`src/rtl/lift_call_scheduler_pkg.sv`:
```
// lift_pkg: shared types and constants for the lift call scheduler.
// FSM states, direction codes and the dispatch timeout.
package lift_pkg;

  localparam int FLOORS_DEF = 8;
  localparam int FW_DEF     = 3;
  localparam int WAIT_TMO   = 4;

  localparam logic [1:0] DIR_IDLE = 2'b00;
  localparam logic [1:0] DIR_UP   = 2'b01;
  localparam logic [1:0] DIR_DOWN = 2'b10;

  typedef enum logic [2:0] {
    S_IDLE,
    S_SELECT,
    S_ISSUE,
    S_WAIT_BUSY,
    S_TRAVEL
  } state_t;

endpackage

```
`src/rtl/lift_call_scheduler_if.sv`:
```
// lift_call_scheduler_if: request inputs, Lift feedback and dispatch outputs.
// master drives requests and Lift status; slave is the scheduler.
interface lift_call_scheduler_if #(
  parameter int FLOORS = lift_pkg::FLOORS_DEF,
  parameter int FW     = lift_pkg::FW_DEF
);

  logic              hall_req;
  logic [FW-1:0]     hall_f;
  logic              cab_req;
  logic [FW-1:0]     cab_f;
  logic [FW-1:0]     elev_f;
  logic              busy;
  logic [FW-1:0]     tgt_f;
  logic              tgt_vld;
  logic [1:0]        dir;
  logic [FLOORS-1:0] pend;
  logic              drop;

  modport master (
    output hall_req, hall_f, cab_req, cab_f, elev_f, busy,
    input  tgt_f, tgt_vld, dir, pend, drop
  );

  modport slave (
    input  hall_req, hall_f, cab_req, cab_f, elev_f, busy,
    output tgt_f, tgt_vld, dir, pend, drop
  );

endinterface

```
`src/rtl/lift_call_scheduler_floor_pick.sv`:
```
// lift_floor_pick: SCAN next-floor choice from a pending bitmap.
// Floor under the cabin wins; otherwise keep direction, flip when empty.
module lift_floor_pick
  import lift_pkg::*;
#(
  parameter int FLOORS = FLOORS_DEF,
  parameter int FW     = FW_DEF
) (
  input  logic [FLOORS-1:0] bm_i,
  input  logic [FW-1:0]     elev_f_i,
  input  logic [1:0]        dir_i,
  output logic [FW-1:0]     nxt_f_o,
  output logic [1:0]        nxt_dir_o,
  output logic              found_o
);

  logic          hit;
  logic          has_up;
  logic          has_dn;
  logic [FW-1:0] up_f;
  logic [FW-1:0] dn_f;
  logic [FW-1:0] du;
  logic [FW-1:0] dd;
  logic          go_up;
  logic          go_dn;

  // nearest pending floor above and below the cabin
  always_comb begin
    hit    = 1'b0;
    has_up = 1'b0;
    has_dn = 1'b0;
    up_f   = '0;
    dn_f   = '0;
    for (int i = FLOORS - 1; i >= 0; i--) begin
      if (bm_i[i] && FW'(i) > elev_f_i) begin
        has_up = 1'b1;
        up_f   = FW'(i);
      end
    end
    for (int i = 0; i < FLOORS; i++) begin
      if (bm_i[i] && FW'(i) < elev_f_i) begin
        has_dn = 1'b1;
        dn_f   = FW'(i);
      end
      if (bm_i[i] && FW'(i) == elev_f_i) hit = 1'b1;
    end
  end

  assign du = up_f - elev_f_i;
  assign dd = elev_f_i - dn_f;

  assign go_up = !hit && has_up &&
                 ((dir_i == DIR_UP) ||
                  (dir_i == DIR_DOWN && !has_dn) ||
                  (dir_i != DIR_UP && dir_i != DIR_DOWN &&
                   (!has_dn || du <= dd)));
  assign go_dn = !hit && has_dn && !go_up;

  // resolve the chosen floor and the direction it implies
  always_comb begin
    nxt_f_o   = elev_f_i;
    nxt_dir_o = dir_i;
    found_o   = hit | go_up | go_dn;
    unique case (1'b1)
      go_up: begin
        nxt_f_o   = up_f;
        nxt_dir_o = DIR_UP;
      end
      go_dn: begin
        nxt_f_o   = dn_f;
        nxt_dir_o = DIR_DOWN;
      end
      default: ;
    endcase
  end

endmodule

```
`src/rtl/lift_call_scheduler.sv`:
```
// lift_call_scheduler: hall/cabin call bitmaps and one-at-a-time dispatch.
// LIFT_SCHED_CAB_PRIO_EN: serve cabin calls before hall calls.
module lift_call_scheduler
  import lift_pkg::*;
#(
  parameter int FLOORS = FLOORS_DEF,
  parameter int FW     = FW_DEF
) (
  input logic                 clk,
  input logic                 rst_n,
  lift_call_scheduler_if.slave bus_io
);

  state_t            state_q;
  logic [FW-1:0]     tgt_q;
  logic [1:0]        dir_q;
  logic              tgt_vld_q;
  logic              drop_q;
  logic [2:0]        cnt_q;
  logic [FLOORS-1:0] hall_q;
  logic [FLOORS-1:0] cab_q;
  logic [FLOORS-1:0] pend_q;
  logic [FLOORS-1:0] hall_d;
  logic [FLOORS-1:0] cab_d;
  logic [FLOORS-1:0] pend_d;
  logic [FLOORS-1:0] set_h;
  logic [FLOORS-1:0] set_c;
  logic [FLOORS-1:0] clr;
  logic [FLOORS-1:0] pick_bm;
  logic              hall_ok;
  logic              cab_ok;
  logic              tmo;
  logic              trip_end;
  logic              clr_en;
  logic [FW-1:0]     pk_f;
  logic [1:0]        pk_dir;
  logic              pk_found;

  assign hall_ok  = int'(bus_io.hall_f) < FLOORS;
  assign cab_ok   = int'(bus_io.cab_f) < FLOORS;
  assign tmo      = (state_q == S_WAIT_BUSY) && !bus_io.busy &&
                    (cnt_q == 3'(WAIT_TMO - 1));
  assign trip_end = (state_q == S_TRAVEL) && !bus_io.busy;
  assign clr_en   = (tmo || trip_end) && (bus_io.elev_f == tgt_q);

  // next bitmaps: retire the served floor, new requests override the clear
  always_comb begin
    set_h = '0;
    set_c = '0;
    clr   = '0;
    for (int i = 0; i < FLOORS; i++) begin
      set_h[i] = bus_io.hall_req && (int'(bus_io.hall_f) == i);
      set_c[i] = bus_io.cab_req && (int'(bus_io.cab_f) == i);
      clr[i]   = clr_en && (int'(tgt_q) == i);
    end
    hall_d = (hall_q & ~clr) | set_h;
    cab_d  = (cab_q & ~clr) | set_c;
    pend_d = hall_d | cab_d;
  end

`ifdef LIFT_SCHED_CAB_PRIO_EN
  assign pick_bm = (cab_q != '0) ? cab_q : (hall_q | cab_q);
`else
  assign pick_bm = hall_q | cab_q;
`endif

  lift_floor_pick #(
    .FLOORS (FLOORS),
    .FW     (FW)
  ) u_pick (
    .bm_i      (pick_bm),
    .elev_f_i  (bus_io.elev_f),
    .dir_i     (dir_q),
    .nxt_f_o   (pk_f),
    .nxt_dir_o (pk_dir),
    .found_o   (pk_found)
  );

  // request capture plus the dispatch FSM with registered outputs
  always_ff @(posedge clk or posedge rst_n) begin
    if (rst_n) begin
      state_q   <= S_IDLE;
      tgt_q     <= '0;
      dir_q     <= DIR_IDLE;
      tgt_vld_q <= 1'b0;
      drop_q    <= 1'b0;
      cnt_q     <= '0;
      hall_q    <= '0;
      cab_q     <= '0;
      pend_q    <= '0;
    end else begin
      hall_q    <= hall_d;
      cab_q     <= cab_d;
      pend_q    <= pend_d;
      drop_q    <= (bus_io.hall_req && !hall_ok) ||
                   (bus_io.cab_req && !cab_ok);
      tgt_vld_q <= 1'b0;
      unique case (state_q)
        S_IDLE: begin
          if (pend_q != '0 && !bus_io.busy) state_q <= S_SELECT;
        end
        S_SELECT: begin
          if (pk_found) begin
            tgt_q     <= pk_f;
            dir_q     <= pk_dir;
            tgt_vld_q <= 1'b1;
            state_q   <= S_ISSUE;
          end else begin
            state_q <= S_IDLE;
          end
        end
        S_ISSUE: begin
          cnt_q   <= '0;
          state_q <= S_WAIT_BUSY;
        end
        S_WAIT_BUSY: begin
          if (bus_io.busy) state_q <= S_TRAVEL;
          else if (tmo) state_q <= S_IDLE;
          else cnt_q <= cnt_q + 3'd1;
        end
        S_TRAVEL: begin
          if (!bus_io.busy) begin
            state_q <= S_IDLE;
            if (pend_d == '0) dir_q <= DIR_IDLE;
          end
        end
        default: state_q <= S_IDLE;
      endcase
    end
  end

  assign bus_io.tgt_f   = tgt_q;
  assign bus_io.tgt_vld = tgt_vld_q;
  assign bus_io.dir     = dir_q;
  assign bus_io.pend    = pend_q;
  assign bus_io.drop    = drop_q;

endmodule

```
`src/flat_wrapper.sv`:
```
// flat-port wrapper written by rule: the top's interface ports become plain ports
module lift_call_scheduler_flat import lift_pkg::*;
#(
  parameter int FLOORS = FLOORS_DEF,
  parameter int FW     = FW_DEF
)
  (clk, rst_n, bus_io_hall_req, bus_io_hall_f, bus_io_cab_req, bus_io_cab_f, bus_io_elev_f, bus_io_busy, bus_io_tgt_f, bus_io_tgt_vld, bus_io_dir, bus_io_pend, bus_io_drop);
  lift_call_scheduler_if #(.FLOORS(FLOORS), .FW(FW)) bus_io_i ();
  input logic clk;
  input logic rst_n;
  input wire logic [$bits(bus_io_i.hall_req)-1:0] bus_io_hall_req;
  input wire logic [$bits(bus_io_i.hall_f)-1:0] bus_io_hall_f;
  input wire logic [$bits(bus_io_i.cab_req)-1:0] bus_io_cab_req;
  input wire logic [$bits(bus_io_i.cab_f)-1:0] bus_io_cab_f;
  input wire logic [$bits(bus_io_i.elev_f)-1:0] bus_io_elev_f;
  input wire logic [$bits(bus_io_i.busy)-1:0] bus_io_busy;
  output wire logic [$bits(bus_io_i.tgt_f)-1:0] bus_io_tgt_f;
  output wire logic [$bits(bus_io_i.tgt_vld)-1:0] bus_io_tgt_vld;
  output wire logic [$bits(bus_io_i.dir)-1:0] bus_io_dir;
  output wire logic [$bits(bus_io_i.pend)-1:0] bus_io_pend;
  output wire logic [$bits(bus_io_i.drop)-1:0] bus_io_drop;
  assign bus_io_i.hall_req = bus_io_hall_req;
  assign bus_io_i.hall_f = bus_io_hall_f;
  assign bus_io_i.cab_req = bus_io_cab_req;
  assign bus_io_i.cab_f = bus_io_cab_f;
  assign bus_io_i.elev_f = bus_io_elev_f;
  assign bus_io_i.busy = bus_io_busy;
  assign bus_io_tgt_f = bus_io_i.tgt_f;
  assign bus_io_tgt_vld = bus_io_i.tgt_vld;
  assign bus_io_dir = bus_io_i.dir;
  assign bus_io_pend = bus_io_i.pend;
  assign bus_io_drop = bus_io_i.drop;
  lift_call_scheduler #(.FLOORS(FLOORS), .FW(FW)) u_core (.clk(clk), .rst_n(rst_n), .bus_io(bus_io_i));
endmodule
```
`config.mk`:
```
export PLATFORM = sky130hd
export DESIGN_NAME = lift_call_scheduler_flat
export DESIGN_NICKNAME = d
export VERILOG_FILES = /design/src/rtl/lift_call_scheduler_pkg.sv /design/src/rtl/lift_call_scheduler_if.sv /design/src/rtl/lift_call_scheduler_floor_pick.sv /design/src/rtl/lift_call_scheduler.sv /design/src/flat_wrapper.sv
export SDC_FILE = /design/constraint.sdc
export NUM_CORES = 1
export LEC_CHECK = 0
export BUFFER_PORTS_ARGS = -buffer_cell sky130_fd_sc_hd__buf_2
export CORE_MARGIN = 1.5
export CORE_UTILIZATION = 45
export DETAILED_ROUTE_END_ITERATION = 16
export GPL_ROUTABILITY_DRIVEN = 0
export PLACE_DENSITY = 0.74
export SLEW_MARGIN = 20
export SYNTH_ARGS = -nofsm -noshare
export SYNTH_HDL_FRONTEND = slang
export SYNTH_SLANG_ARGS = --single-unit
export TNS_END_PERCENT = 5
```
`constraint.sdc`:
```
create_clock -name clk -period 8.3 [get_ports clk]
set_clock_uncertainty 0.15 [all_clocks]
set_input_delay 1.66 -clock clk [delete_from_list [all_inputs] [get_ports clk]]
set_output_delay 1.66 -clock clk [all_outputs]
set_load 0.005 [all_outputs]
```
* Word-level counts from Yosys, hierarchy flattened
Index checks and enable logic that the tools add are counted.
** Word-level totals
- Flip-flop bits (word level) :: 36
- Input bits :: 14
- Output and inout port bits :: 15
- Word-level logic and storage cells :: 220
** Operators by class
- Add/sub/neg operators :: 3
- Order comparisons :: 17
- Equal/unequal tests :: 46
- Muxes and demuxes :: 56
- Bitwise logic cells :: 9
- Reductions and logical operators :: 81
** Operators by type and width (count)
- $logic_and A1 B1 Y1 :: 60
- $mux W3 :: 20
- $eq A3 B3 Y1 const B :: 13
- $or A8 B8 Y8 :: 4
- $eq A3 B2 Y1 const B :: 9
- $mux W1 :: 27
- $and A8 B8 Y8 :: 2
- $logic_not A3 Y1 :: 5
- $pmux W3 S5 :: 1
- $eq A3 B1 Y1 const B :: 4
- $eq A3 B3 Y1 const A :: 4
- $gt A3 B3 Y1 const A :: 4
- $lt A3 B3 Y1 const A :: 4
- $pmux W3 S2 :: 2
- $ne A2 B2 Y1 const B :: 5
- $logic_not A8 Y1 :: 1
- $mux W2 :: 4
- $not A8 Y8 :: 1
- $pmux W2 S2 :: 2
- $reduce_bool A8 Y1 :: 1
- $eq A2 B3 Y1 const A :: 2
- $gt A1 B3 Y1 const A :: 2
- $gt A2 B3 Y1 const A :: 2
- $lt A1 B3 Y1 const A :: 2
- 18 further kinds :: 31

* Depth between registers and ports, before layout
Gate-level depths: netlist of run 1.
- Depth after elaboration :: 21
- Depth in mapped cells :: 18
- Mapped depth without buffers :: 17

* By module
Synthesis of run 1 repeated with hierarchy kept, for this count alone.
** Unflattened totals
- Cell total of the unflattened synthesis :: 277
- Area, all modules :: 2580.0 µm²
** Modules (own cells, without submodules)
- lift_call_scheduler :: instances 1, cells each 171, area each 1846.8 µm², seq. area each 900.9 µm²
- lift_floor_pick :: instances 1, cells each 106, area each 733.2 µm², seq. area each 0.0 µm²

* Worst setup path before layout of run 1
No wires, ideal clock.
- Path type :: in2reg
- Start point :: in bus_io_elev_f[2]
- End point :: reg u_core.tgt_q[2], in the netlist u_core.bus_io.tgt_f[2]
- Setup time :: 0.096 ns
- Arrival :: 4.988 ns
- Required time :: 8.054 ns
- Path slack :: 3.067 ns
- Stages :: 17
- Path buffers :: 3
- Path through :: clkbuf_1 -> buf_1 -> clkbuf_1 -> a2111oi_0 -> nor3_1 -> ha_1 -> inv_1 -> fa_1 -> xor2_1 -> ha_1 -> a21oi_1 -> a32o_1 -> a21oi_1 -> nor2b_1 -> nor3_1 -> a21oi_1 -> o31ai_1
** On the way
- Cells in the longest elaborated chain, start to end :: 20
- Elaborated cells between the ends (all ways) :: 106
- Those cells by class :: add/sub (2); order compare (17); eq/ne (7); mux (40); bitwise (2); reduce/logical (38)
** Ends and longest elaborated chain
- from (decl) :: RTL line flat_wrapper.sv:15 : input wire logic [$bits(bus_io_i.elev_f)-1:0] bus_io_elev_f;
- $gt A3 B3 Y1 :: RTL line lift_call_scheduler_floor_pick.sv:35 : if (bm_i[i] && FW'(i) > elev_f_i) begin
- $logic_and A1 B1 Y1 :: RTL line lift_call_scheduler_floor_pick.sv:35
- $mux W3 (8 in a row) :: RTL line lift_call_scheduler_floor_pick.sv:35
- $sub A3 B3 Y3 :: RTL line lift_call_scheduler_floor_pick.sv:49 : assign du = up_f - elev_f_i;
- $le A3 B3 Y1 :: RTL line lift_call_scheduler_floor_pick.sv:56 : (!has_dn || du <= dd)));
- $logic_or A1 B1 Y1 :: RTL line lift_call_scheduler_floor_pick.sv:56
- $logic_and A1 B1 Y1 :: RTL line lift_call_scheduler_floor_pick.sv:55 : (dir_i != DIR_UP && dir_i != DIR_DOWN &&
- $logic_or A1 B1 Y1 :: RTL line lift_call_scheduler_floor_pick.sv:54 : (dir_i == DIR_DOWN && !has_dn) ||
- $logic_and A1 B1 Y1 :: RTL line lift_call_scheduler_floor_pick.sv:52 : assign go_up = !hit && has_up &&
- $logic_not A1 Y1 :: RTL line lift_call_scheduler_floor_pick.sv:57 : assign go_dn = !hit && has_dn && !go_up;
- $logic_and A1 B1 Y1 :: RTL line lift_call_scheduler_floor_pick.sv:57
- $or A1 B1 Y1 :: RTL line lift_call_scheduler_floor_pick.sv:63 : found_o = hit | go_up | go_dn;
- $reduce_and A2 Y1 (no source line)
- to (signal assigned) :: RTL line lift_call_scheduler.sv:104 : tgt_q <= pk_f;
- to (decl) :: RTL line lift_call_scheduler.sv:15 : logic [FW-1:0] tgt_q;
Parallel ways exist; a longest one is shown, timed or not.
A chain may end at the register's enable or synchronous reset.

* Worst setup path in the final report of run 1
- Start point :: in bus_io_elev_f[0]
- End point :: reg u_core.tgt_q[2], in the netlist u_core.bus_io.tgt_f[2]
Same word-level chain as after synthesis.

==> results of run 1 <==
-- stage by stage --
| stage | setup WS [ns] | power, W | utilization | cell area (um2) | hold WS, ns |
|---|---|---|---|---|---|
| finish | 3.10 | 0.000541 | 0.520 | 2650 | 0.354 |
| global route | 2.80 | 0.000584 | 0.520 | 2650 | 0.393 |
| CTS | 3.16 | 0.000545 | 0.520 | 2650 | 0.355 |
| detailed placement | 2.86 | 0.000418 | 0.502 | 2570 | 0.338 |
| global placement | 3.06 | 0.000411 | 0.502 | 2570 | 0.313 |
| floorplan | 3.07 | 0.000359 | - | 2370 | 0.300 |
-- final timing paths --
path,to,cells after the start,from
max,u_core.bus_io.tgt_f[2],18,bus_io_elev_f[0]
min,u_core.cnt_q[1],2,u_core.cnt_q[1]
max in group asynchronous,u_core.cab_q[2],3,rst_n
min reg2reg,u_core.cnt_q[1],2,u_core.cnt_q[1]
min in group asynchronous,u_core.bus_io.pend[6],3,rst_n
max reg2reg,u_core.bus_io.tgt_f[2],17,u_core.hall_q[5]
-- cells by family after synthesis --
| logic type | share of synthesized area |
|---|---|
| other | 0.00158 |
| XOR/XNOR | 0.00738 |
| multiplexers | 0.00843 |
| AO/OA/AOI/OAI | 0.250 |
| adder cells (fa/ha/maj) | 0.0643 |
| AND/OR/NAND/NOR | 0.254 |
| flip-flops | 0.379 |
| buffers and inverters | 0.0353 |
-- synth_stat cells, drive strengths merged (2+ instances only) --
library cell,count,area [um2]
dfrtp,36,901
nand4,4,25.0
o21bai,2,15.0
a221oi,2,17.5
nor3b,6,45.0
o21ai,20,100
nor3,11,55.1
nand4b,5,43.8
or3,2,12.5
nor2b,2,12.5
o211ai,3,22.5
fa,2,40.0
a21boi,2,15.0
nor2,15,56.3
or4,2,18.8
nor4,6,43.8
and3,2,12.5
o221ai,3,26.3
nand2b,5,31.3
ha,9,113
a22o,2,17.5
o22ai,5,31.3
or2,7,43.8
o31ai,3,22.5
xor2,2,17.5
a31oi,2,12.5
a21o,10,75.1
buf,3,16.3
nand3b,3,22.5
a21oi,15,75.1
a211o,5,43.8
nand2,31,116
clkbuf,6,22.5
nand3,5,25.0
inv,12,45.0
mux2i,2,20.0
-- metal layers --
| layer | share of wire | global-route usage | vias up |
|---|---|---|---|
| met5 | 0 | 0 | - |
| met4 | 0.030 | 0.103 | 0 |
| met3 | 0.069 | 0.0476 | 22 |
| met2 | 0.46 | 0.366 | 117 |
| met1 | 0.44 | 0.312 | 1106 |
| li1 | - | - | 1067 |
-- where the power goes --
part / leakage, nW / total [W] / internal [W] / switching (W)
combinational: 0.604 / 0.000170 / 0.0000731 / 0.0000969
clock: 0.0479 / 0.000126 / 0.0000585 / 0.0000678
sequential: 0.367 / 0.000245 / 0.000208 / 0.0000369
total: 1.02 / 0.000541 / 0.000340 / 0.000202
-- worst max-delay path: cells and delay by family --
kind	cells	cell delay (ns)
compound gates	8	1.17
xor+xnor	1	0.17
fa+ha+maj	3	0.90
buf+inv	2	0.30
simple gates	4	1.02
-- final cells by class --
class | instances | area, um2 | share of cell area
Multi-Input combinational cell | 213 | 1390 | 0.524
Sequential cell | 36 | 901 | 0.339
Timing Repair Buffer | 28 | 143 | 0.0537
Tap cell | 70 | 87.6 | 0.0330
Clock buffer | 5 | 68.8 | 0.0259
Inverter | 12 | 45.0 | 0.0170
Clock inverter | 3 | 18.8 | 0.00707
-- sequential cells by signal, summed over array words and instances (netlist names) --
signal and count:
u_core.state_q 3, u_core.bus_io.pend 8, u_core.cab_q 8, u_core.hall_q 8
u_core.bus_io.dir 2, u_core.bus_io.tgt_f 3, u_core.bus_io.tgt_vld 1, u_core.cnt_q 3
==> out/metrics.yaml, run 1 <==
ys_ff_latch: 36
vias_per_cell: 6.30
synthDistinctLibCells: 59
cts_hold_buf: 0
io_buffer_count: 27
n_antenna_cell: 0
r2r_slack_ns: 4.14
cts_buffers: 5
synthToLayoutAreaGrowth_pct: 11.7
cp_data_required_time_ns: 8.35
rows: 26
power_leakage_nw: 1.02
tritoncts: "yes"
worst_path_max_delay_cell: "nor3_1"
hp-class: "flip-flop to flip-flop"
yosysSeqAreaShare: 0.379
routedWlPerCell_um: 16.8
grt_max_degree: 37
cts.path.max_buffers: 2
drcViolationCount: 0
clkTransAtPathRegs_ns: 0.08
netlist_area_um2: 2370
ios: 29
place_inst: 359
worstSetupPathType: "input port to flip-flop"
drive_above_1_share: 0.162
grt_pass1_vias: 2045
setup_viol: 0
clock-sinks: 36
synth_async_sr_flop_share: 1.00
gr-total-overflow: 0
antenna_left: 0
first_iter_violations: 223
core_area_um2: 5110
drv_cap: 0
hpwlAfterDp_um: 4700
synth_nets: 295
final_common_cell: "dfrtp_1"
slew_headroom: 0.455
synth_area_per_cell_um2: 8.80
die_w_um: 75.6
hold_violations: 0
slowest_delay_ns: 0.40
worstSkewPairLatency_ns: 0.29
cp_max_fo: 16
ys_warn_count: 0
power.density_nw_per_um2: 204
final_cell_mix: "dfrtp_1 (36), nand2_1 (31), buf_2 (27)"
synth-edff-count: 0
post-cts-setup-buffers: 0
gr-usage-all-layers: 0.233
dieArea_um2: 5720
start_kind: "input port"
rsz0062_at_grt: "no"
initial_core_util: 0.465
first_pass_iters: 5
postSynthCellCount: 270
antenna_found_initial: 0
drv_slew: 0
cp.arrival_ns: 5.25
stdcell_count: 367
fin_crit_sh: 0.626
final.min_clock_period_ns: 5.20
die_h_um: 75.6
setup_tns_ns: 0
grt_pass1_wl_um: 9850
synth_flop_cell: "dfrtp_1"
worstMarginPinSlew_ns: 0.808
h-tree-depth: 2
cpMostUsedCell: "a21oi_1"
path_cells: "buf_2 -> and2_1 -> a21oi_1 -> o21ai_0 -> a221oi_1 -> nor3_1 -> ha_1 -> inv_1 -> fa_1 -> xor2_1 -> ha_1 -> a21oi_1 -> a32o_1 -> a21oi_1 -> nor2b_1 -> nor3_1 -> a21oi_1 -> o31ai_1"
status: "finished, final reports clean"
wirelength_um: 6150
num_vias: 2312
vdd_drop_max_mv: 0.0800
fmax_mhz: 192
fillers: 500
cts_root_buf: "clkbuf_8"
cts_resized: 0
final_nets: 321
end_kind: "flip-flop"
Power figures use the tool's default switching activity.
==> run 2: changes to the inputs <==
==> constraint.sdc (replaced) <==
create_clock -name clk -period 4.8 [get_ports clk]
set_clock_uncertainty 0.15 [all_clocks]
set_input_delay 0.96 -clock clk [delete_from_list [all_inputs] [get_ports clk]]
set_output_delay 0.96 -clock clk [all_outputs]
set_load 0.005 [all_outputs]
==> run 2 against run 1 <==
Global-route usage down 0.81 points. Cell count is 0.82% higher. Cell area rose by 1.7%. Die area unchanged. Clock power is 110% higher. Critical endpoint unchanged. Register-to-register slack lost 3.3 ns. Utilization increased by 0.91 points. Combinational power increased by 69%. Via count is 3.8% lower.
==> out/metrics.yaml, run 2 (synthesized netlist as in run 1, its figures left out) <==
hold_start: "u_core.cnt_q[2]"
antenna_left: 0
crit_start: "bus_io_elev_f[1]"
routedWlPerCell_um: 16.0
wirelength_um: 5900
cts_root_buf: "clkbuf_8"
final_common_cell: "dfrtp_1"
slowest_delay_ns: 0.37
final_nets: 324
worstSetupPathType: "input port to flip-flop"
die_h_um: 75.6
stdcell_count: 370
slew_headroom: 0.469
start_kind: "input port"
power.density_nw_per_um2: 363
tritoncts: "yes"
grt_max_degree: 37
hpwlAfterDp_um: 4580
fin_crit_sh: 0.928
fmax_mhz: 224
post_dp_cell_area_um2: 2590
ios: 29
vdd_drop_max_mv: 0.165
first_pass_iters: 4
cts_buffers: 5
reg2reg_from: "u_core.hall_q[4]"
cts_resized: 0
final.min_clock_period_ns: 4.46
stdcell_area_um2: 2700
cp_max_fo: 19
gr-total-overflow: 0
dieArea_um2: 5720
synthToLayoutAreaGrowth_pct: 13.7
cts.path.max_buffers: 2
initial_core_util: 0.465
final_cell_mix: "dfrtp_1 (36), nand2_1 (31), buf_2 (27)"
drcViolationCount: 0
cp.arrival_ns: 4.50
cts_hold_buf: 0
grt_pass1_vias: 2014
place_inst: 362
drv_slew: 0
vias_per_cell: 6.01
end_kind: "flip-flop"
worstSkewPairLatency_ns: 0.29
power_leakage_nw: 1.04
post-cts-setup-buffers: 0
antenna_found_initial: 0
cpMostUsedCell: "a21oi_1"
clock-sinks: 36
hold_violations: 0
gr-usage-all-layers: 0.225
rows: 26
drive_above_1_share: 0.170
drv_cap: 0
grt_pass1_wl_um: 9530
core_area_um2: 5110
cp_data_required_time_ns: 4.84
worst_path_max_delay_cell: "fa_1"
path_cells: "buf_2 -> and2_1 -> a21oi_1 -> o21ai_0 -> a221oi_1 -> nor3_1 -> ha_1 -> inv_1 -> fa_1 -> xor2_1 -> ha_1 -> a21oi_1 -> a32o_1 -> a21oi_1 -> nor2b_1 -> nor3_1 -> a21oi_1 -> o31ai_1"
worstMarginPinSlew_ns: 0.786
num_vias: 2224
first_iter_violations: 155
io_buffer_count: 27
n_antenna_cell: 0
setup_ws_ns: 0.344
r2r_slack_ns: 0.86
hp-class: "flip-flop to flip-flop"
finalPower_w: 0.000979
setup_tns_ns: 0
pre_cts_ws_ns: 0.0731
rsz0062_at_grt: "no"
h-tree-depth: 2
setup_viol: 0
clkTransAtPathRegs_ns: 0.08
die_w_um: 75.6
status: "finished, final reports clean"
-- run 2: routing by layer --
layer / track usage / share of wire / wire length (um) / vias up
met4: 0.0913 / 0.021 / 125 / 0
met1: 0.301 / 0.47 / 2750 / 1046
met3: 0.0450 / 0.061 / 359 / 12
li1: - / - / - / 1069
met5: 0 / 0 / 0 / -
met2: 0.358 / 0.45 / 2670 / 97
-- run 2: through the flow --
step | util | hold slack [ns]
after global routing | 0.529 | 0.379
after floorplan | - | 0.300
after detailed placement | 0.507 | 0.326
after CTS | 0.529 | 0.343
after global placement | 0.507 | 0.311
final | 0.529 | 0.338
-- run 2: cell type report --
class	count	area, um2
fill	495	2410
multi-input combinational	213	1390
sequential	36	901
timing repair buffer	31	165
tap	70	87.6
clock buffer	5	68.8
inverter	12	45.0
clock inverter	3	42.5
-- run 2: power by group --
part	leakage [nW]	internal, W	switching [W]
Clock	0.0541	0.000154	0.000111
Combinational	0.619	0.000127	0.000161
Sequential	0.367	0.000360	0.0000670
Total	1.04	0.000641	0.000339
-- run 2: final timing paths --
kind,cells past startpoint,endpoint
worst max register to register,12,u_core.bus_io.tgt_f[2]
min in group asynchronous,3,u_core.cnt_q[1]
worst max-delay path,18,u_core.bus_io.tgt_f[2]
worst min-delay path,2,u_core.cnt_q[2]
max in group asynchronous,3,u_core.hall_q[4]
worst min register to register,2,u_core.cnt_q[2]
-- run 2: worst max-delay path: cells and delay by family --
| family | cells | cell delay (ns) |
|---|---|---|
| AO/OA/AOI/OAI | 8 | 1.14 |
| XOR/XNOR | 1 | 0.17 |
| adder cells (fa/ha/maj) | 3 | 0.91 |
| buffers and inverters | 2 | 0.31 |
| AND/OR/NAND/NOR | 4 | 1.00 |
